File: src/rtl/mux4_rr_arbiter.sv
// Round-robin arbiter sharing one 4:1 mux datapath among four requesters.
// A grant is held for a whole multi-beat transaction, with a beat-count watchdog.
module mux4_rr_arbiter #(
  parameter int unsigned MaxBeats = 16,
  parameter int unsigned CntWidth = 8
) (
  input  logic       clk,
  input  logic       rst,
  input  logic [3:0] req,
  input  logic [3:0] last,
  input  logic       out_ready,
  output logic [3:0] grant,
  output logic [1:0] select,
  output logic       busy,
  output logic       beat_fire,
  output logic       overrun
);

  localparam int unsigned NumSrc = 4;
  localparam logic [CntWidth-1:0] BeatLimit = CntWidth'(MaxBeats);

  typedef enum logic {
    IDLE  = 1'b0,
    GRANT = 1'b1
  } state_t;

  state_t              state_q, state_d;
  logic [1:0]          ptr_q, ptr_d;
  logic [CntWidth-1:0] cnt_q, cnt_d, cnt_inc;
  logic [3:0]          grant_d;
  logic [1:0]          select_d;
  logic                busy_d, overrun_d;
  logic [1:0]          winner;
  logic                found;

  assign beat_fire = busy & req[select] & out_ready;
  assign cnt_inc   = cnt_q + CntWidth'(1);

  // First requester at or after the priority pointer, wrapping mod 4
  always_comb begin
    winner = ptr_q;
    found  = 1'b0;
    for (int unsigned i = 0; i < NumSrc; i++) begin
      if (!found && req[ptr_q + 2'(i)]) begin
        winner = ptr_q + 2'(i);
        found  = 1'b1;
      end
    end
  end

  // Next-state and registered-output values
  always_comb begin
    state_d   = state_q;
    ptr_d     = ptr_q;
    cnt_d     = cnt_q;
    grant_d   = grant;
    select_d  = select;
    busy_d    = busy;
    overrun_d = 1'b0;
    case (state_q)
      IDLE: begin
        if (found) begin
          state_d  = GRANT;
          grant_d  = 4'b0001 << winner;
          select_d = winner;
          busy_d   = 1'b1;
          cnt_d    = '0;
        end
      end
      GRANT: begin
        if (beat_fire) cnt_d = cnt_inc;
        // Release on last beat, abandoned request, or watchdog; last beats watchdog
        if (!req[select] || (beat_fire && (last[select] || (cnt_inc == BeatLimit)))) begin
          state_d   = IDLE;
          grant_d   = '0;
          busy_d    = 1'b0;
          ptr_d     = select + 2'd1;
          overrun_d = beat_fire & ~last[select];
        end
      end
      default: state_d = IDLE;
    endcase
  end

  always_ff @(posedge clk) begin
    if (rst) begin
      state_q <= IDLE;
      ptr_q   <= '0;
      cnt_q   <= '0;
      grant   <= '0;
      select  <= '0;
      busy    <= 1'b0;
      overrun <= 1'b0;
    end else begin
      state_q <= state_d;
      ptr_q   <= ptr_d;
      cnt_q   <= cnt_d;
      grant   <= grant_d;
      select  <= select_d;
      busy    <= busy_d;
      overrun <= overrun_d;
    end
  end

endmodule
File: config.mk
export PLATFORM = sky130hd
export DESIGN_NAME = mux4_rr_arbiter
export DESIGN_NICKNAME = d
export VERILOG_FILES = /design/src/rtl/mux4_rr_arbiter.sv
export SDC_FILE = /design/constraint.sdc
export NUM_CORES = 1
export LEC_CHECK = 0
export CAP_MARGIN = 20
export CORE_MARGIN = 4
export CORE_UTILIZATION = 45
export DETAILED_ROUTE_END_ITERATION = 10
export PLACE_DENSITY = 0.71
export SETUP_SLACK_MARGIN = 0.02
export SYNTH_ARGS = -nofsm -noshare
export SYNTH_HDL_FRONTEND = slang
export SYNTH_SLANG_ARGS = --single-unit
File: constraint.sdc
create_clock -name clk -period 2.9 [get_ports clk]
set_input_delay 0.725 -clock clk [delete_from_list [all_inputs] [get_ports clk]]
set_output_delay 0.725 -clock clk [all_outputs]
set_load 0.01 [all_outputs]
Word level (Yosys, flattened, before mapping)

Cells that the tools add are included.

Flip-flop bits (word level): 19
Input bits: 11
Output and inout port bits: 9
Word-level logic and storage cells: 74

Add/subtract/negate cells: 5
Magnitude comparators: 5
Equality and inequality tests: 4
Shift operators: 1
Muxes and demuxes: 31
Bitwise operators: 6
Reduce and logical (&&, ||, !) cells: 15

Operators with widths:

| cell                | count |
|---|---|
| $mux 8              | 2 |
| $pmux 8 s2          | 1 |
| $lt 2x3->1 const B  | 5 |
| $mux 1              | 14 |
| $bmux 1 s2          | 6 |
| $add 8x1->8 const B | 1 |
| $eq 8x5->1 const B  | 1 |
| $mux 4              | 2 |
| $pmux 4 s2          | 1 |
| $reduce_and 2->1    | 4 |
| $mux 2              | 3 |
| $add 2x1->2 const B | 2 |
| $add 2x2->2 const B | 2 |
| $logic_and 1x1->1   | 4 |
| $logic_not 1->1     | 4 |
| $ne 2x2->1 const B  | 2 |
| $pmux 1 s2          | 2 |
| $shl 1x2->4 const A | 1 |
| $and 1x1->1         | 3 |
| $not 1->1           | 3 |
| $reduce_or 3->1     | 1 |
| $logic_or 1x1->1    | 2 |
| $ne 2x1->1 const B  | 1 |

Depth between registers and ports, before layout

Word-level depth: 15
Mapped depth: 6
Gate-level depth less buffers: 5

Worst setup path after synthesis

Ideal clock, no wire load.

Path kind: input-to-output
From: input port req[3]
To: output port beat_fire
Arrival: 1.407 ns
Path slack: 0.768 ns
Cell stages on the path: 2
Path buffers: 0
Cell sequence: mux4_2 > and2_2

Cells in the longest elaborated chain, start to end: 4

Ends and longest elaborated chain:

| element                      | RTL line | RTL |
|---|---|---|
| start, declared              | 9        | `input logic [3:0] req,` |
| $bmux 1 s2                   | 36       | `assign beat_fire = busy & req[select] & out_ready;` |
| $mux 1 (not written as such) | 36       |  |
| $and 1x1->1 (2 in a row)     | 36       |  |
| end, declared                | 15       | `output logic beat_fire,` |

Every way passes these cells. The select of a mux whose other input is x is not followed.

Final worst setup path

Same ends and word-level chain as after synthesis.

==> flow_summary.json <==
{
  "path_cells": "clkdlybuf4s50_1, mux4_2, and2_2, clkdlybuf4s15_1",
  "dr_wl_met2_mm": 1.27,
  "top_layer": "met3",
  "synth-main-ff-cell": "dfxtp_1",
  "die_h_um": 55.3,
  "diodes": 0,
  "relSlewSlack_pct": 68.6,
  "outcome": "finished clean",
  "r2r_cells": 6,
  "post-route-period-util_pct": 96.1,
  "slowest_stage": "mux4_2",
  "nets": 159,
  "syn-num-nets": 132,
  "clkTransAtPathRegs_ns": 0.10,
  "grt_pass1_vias": 995,
  "synth_edf_count": 0,
  "setup_viol": 0,
  "coreArea_um2": 2040,
  "worstHoldPathType": "flop to flop",
  "synth.distinct_cells": 36,
  "cp_num_buf_inv": 2,
  "ys_top_cells_by_area": "dfxtp_1 (38%), nand2_1 (5.2%), mux4_2 (4.5%)",
  "io_pins": 20,
  "drt-met1-wl_mm": 1.09,
  "ys_warn_count": 0,
  "yosysMostFrequentCell": "dfxtp_1",
  "worst-setup-path-type": "input port to output port",
  "routed_wl_mm": 2.45,
  "met3_length_um": 92,
  "critPathTopFamily": "buffers and inverters",
  "reg2reg_to": "cnt_q[4]",
  "antenna_found_initial": 0,
  "finalHoldViolCount": 0,
  "power_density_nw_per_um2": 455,
  "rsz0062_at_grt": "no",
  "gp_routability_congestion": 0.778,
  "die_w_um": 55.3,
  "dr.pass1.iters": 4,
  "vias": 979,
  "grt_max_degree": 11,
  "worstMarginPinSlew_ns": 0.466,
  "synth.cells.most_frequent": "dfxtp_1 (19), nand2_1 (14), nor2_1 (9)",
  "postCtsHoldBufs": 0,
  "critPathLaunchType": "input port",
  "avgViaCountPerCell": 5.66,
  "crit_fanout": 2,
  "ant_nets": 0,
  "fin_util_pct": 62.7,
  "cts.sinks": 19,
  "fillers": 201,
  "end_kind": "output port",
  "cts_root_buf": "clkbuf_4",
  "drv_cap": 0,
  "drcViolationCount": 0,
  "grt_usage_pct": 16.4,
  "synth_top_area_share_pct": 37.7,
  "route.detailed.wl_per_inst_um": 14.2,
  "leakagePower_uw": 0.000498,
  "tritoncts": "yes",
  "arrival_ns": 2.06,
  "drive_gt1_share_pct": 11.0,
  "multi_input_area_um2": 583,
  "dpl.hpwl_mm": 1.91,
  "htreeDepth": 1,
  "setup_tns_ns": 0,
  "critPathMaxStageDelay_ns": 0.50,
  "max_freq_mhz": 359,
  "seq_area_um2": 380,
  "cts_buffer_depth": 2,
  "syn_area_per_cell_um2": 8.40,
  "cts_setup_buffers": 0,
  "synth_top_cell_by_area": "dfxtp_1",
  "start_util_pct": 49.4,
  "fin_skew_ns": 0.00219,
  "r2r_start": "select[0]",
  "rows": 16,
  "syn_area_um2": 1010,
  "slew_violations": 0,
  "irDropWorstVdd_uv": 336,
  "crit_required_ns": 2.17,
  "clock_latency_ns": 0.29,
  "areaGrowthSynthToFinish_pct": 27.0,
  "worstHoldPathCells": 2,
  "yosysSeqAreaShare_pct": 37.7,
  "hold_end": "grant[3]",
  "grt_pass1_wl_mm": 4.21,
  "async_reset_ff_share_pct": 0,
  "first_iter_violations": 20,
  "r2r_slack_ns": 0.83,
  "dieArea_um2": 3060,
  "grt_overflow": 0,
  "numCtsBuffers": 3,
  "min_from": "grant[3]",
  "synth_seq_cells": 19,
  "port_buffers": 19,
  "syn-instance-count": 120,
  "period_needed_ns": 2.79
}
[placed cells by master (no fill, tap or decap), types with 2 or more instances in the layout]
cell / synthesis / final
nor2b_1: 2 / 2
a211oi_1: 5 / 5
buf_4: 0 / 7
xor2_1: 2 / 2
dfxtp_1: 19 / 19
nand2b_1: 2 / 2
o22ai_1: 3 / 3
nand2_1: 14 / 14
nor3_1: 3 / 3
and3_1: 5 / 5
clkbuf_4: 0 / 3
a41o_1: 3 / 3
inv_1: 3 / 3
nand3_1: 8 / 8
o21ai_1: 4 / 4
mux4_2: 2 / 2
a21oi_1: 7 / 7
o21ai_0: 8 / 8
nor2_1: 9 / 9
clkdlybuf4s50_1: 0 / 18
[how the worst max path moves through the flow]
stage / start / slack, ns / end / depth (start not counted)
2_1_floorplan: req[3] / 0.77 / beat_fire / 2
3_3_place_gp: req[3] / -0.13 / beat_fire / 4
3_5_place_dp: req[3] / -0.14 / beat_fire / 4
4_1_cts: req[3] / 0.06 / beat_fire / 4
5_1_grt: req[3] / 0.06 / beat_fire / 4
6_report: req[3] / 0.11 / beat_fire / 4
[flip-flops by register name, summed over array words and instances, names as in the netlist]
| register | cells |
|---|---|
| overrun | 1 |
| grant | 4 |
| select | 2 |
| cnt_q | 8 |
| busy | 1 |
| ptr_q | 2 |
| state_q | 1 |
[power breakdown]
group | switching (uW) | total, uW | leakage, uW | internal, uW
clock | 78.8 | 132 | 0.0000150 | 53.5
combinational | 75.5 | 154 | 0.000328 | 78.7
sequential | 18.9 | 296 | 0.000155 | 278
[layout make-up]
class	instances	share of cell area [%]
clock buffers	4	2.05
flip-flops and latches	19	29.7
multi-input cells	93	45.5
inverters	4	1.17
repair buffers	26	18.9
well taps	27	2.64
[timing repair]
item,in CTS,in global routing
resized for setup,1,1
gates cloned,0,0
setup endpoints to repair,1,1
[worst min-delay path, cell delays in order, from the launching register on]
cell	delay [ns]
dfxtp_1	0.32
nand3_1	0.06
o22ai_1	0.07
[metrics by stage]
stage	setup WS, ns	power, uW	std cells	instance area, um^2	hold WS (ns)
after floorplan	0.768	388	120	1010	0.464
after global placement	-0.127	452	169	1250	0.470
after detailed placement	-0.143	456	169	1250	0.474
after CTS	0.0557	589	173	1280	0.495
after global routing	0.0619	615	173	1280	0.523
final	0.112	583	173	1280	0.493
[cell families after synthesis]
| logic type | synth area share, % |
|---|---|
| AND/OR/NAND/NOR | 26.1 |
| flip-flops | 37.7 |
| buffers and inverters | 4.47 |
| XOR/XNOR | 2.61 |
| multiplexers | 5.46 |
| AO/OA/AOI/OAI | 22.5 |
| adder cells (fa/ha/maj) | 1.24 |
[per-layer routing]
layer | global-route usage [%] | vias to the layer above
met4 | 2.78 | 0
met5 | 0 | -
met1 | 18.8 | 464
met2 | 30.4 | 21
li1 | - | 494
met3 | 4.43 | 0
Note: power is estimated with default switching activity, not from simulation.
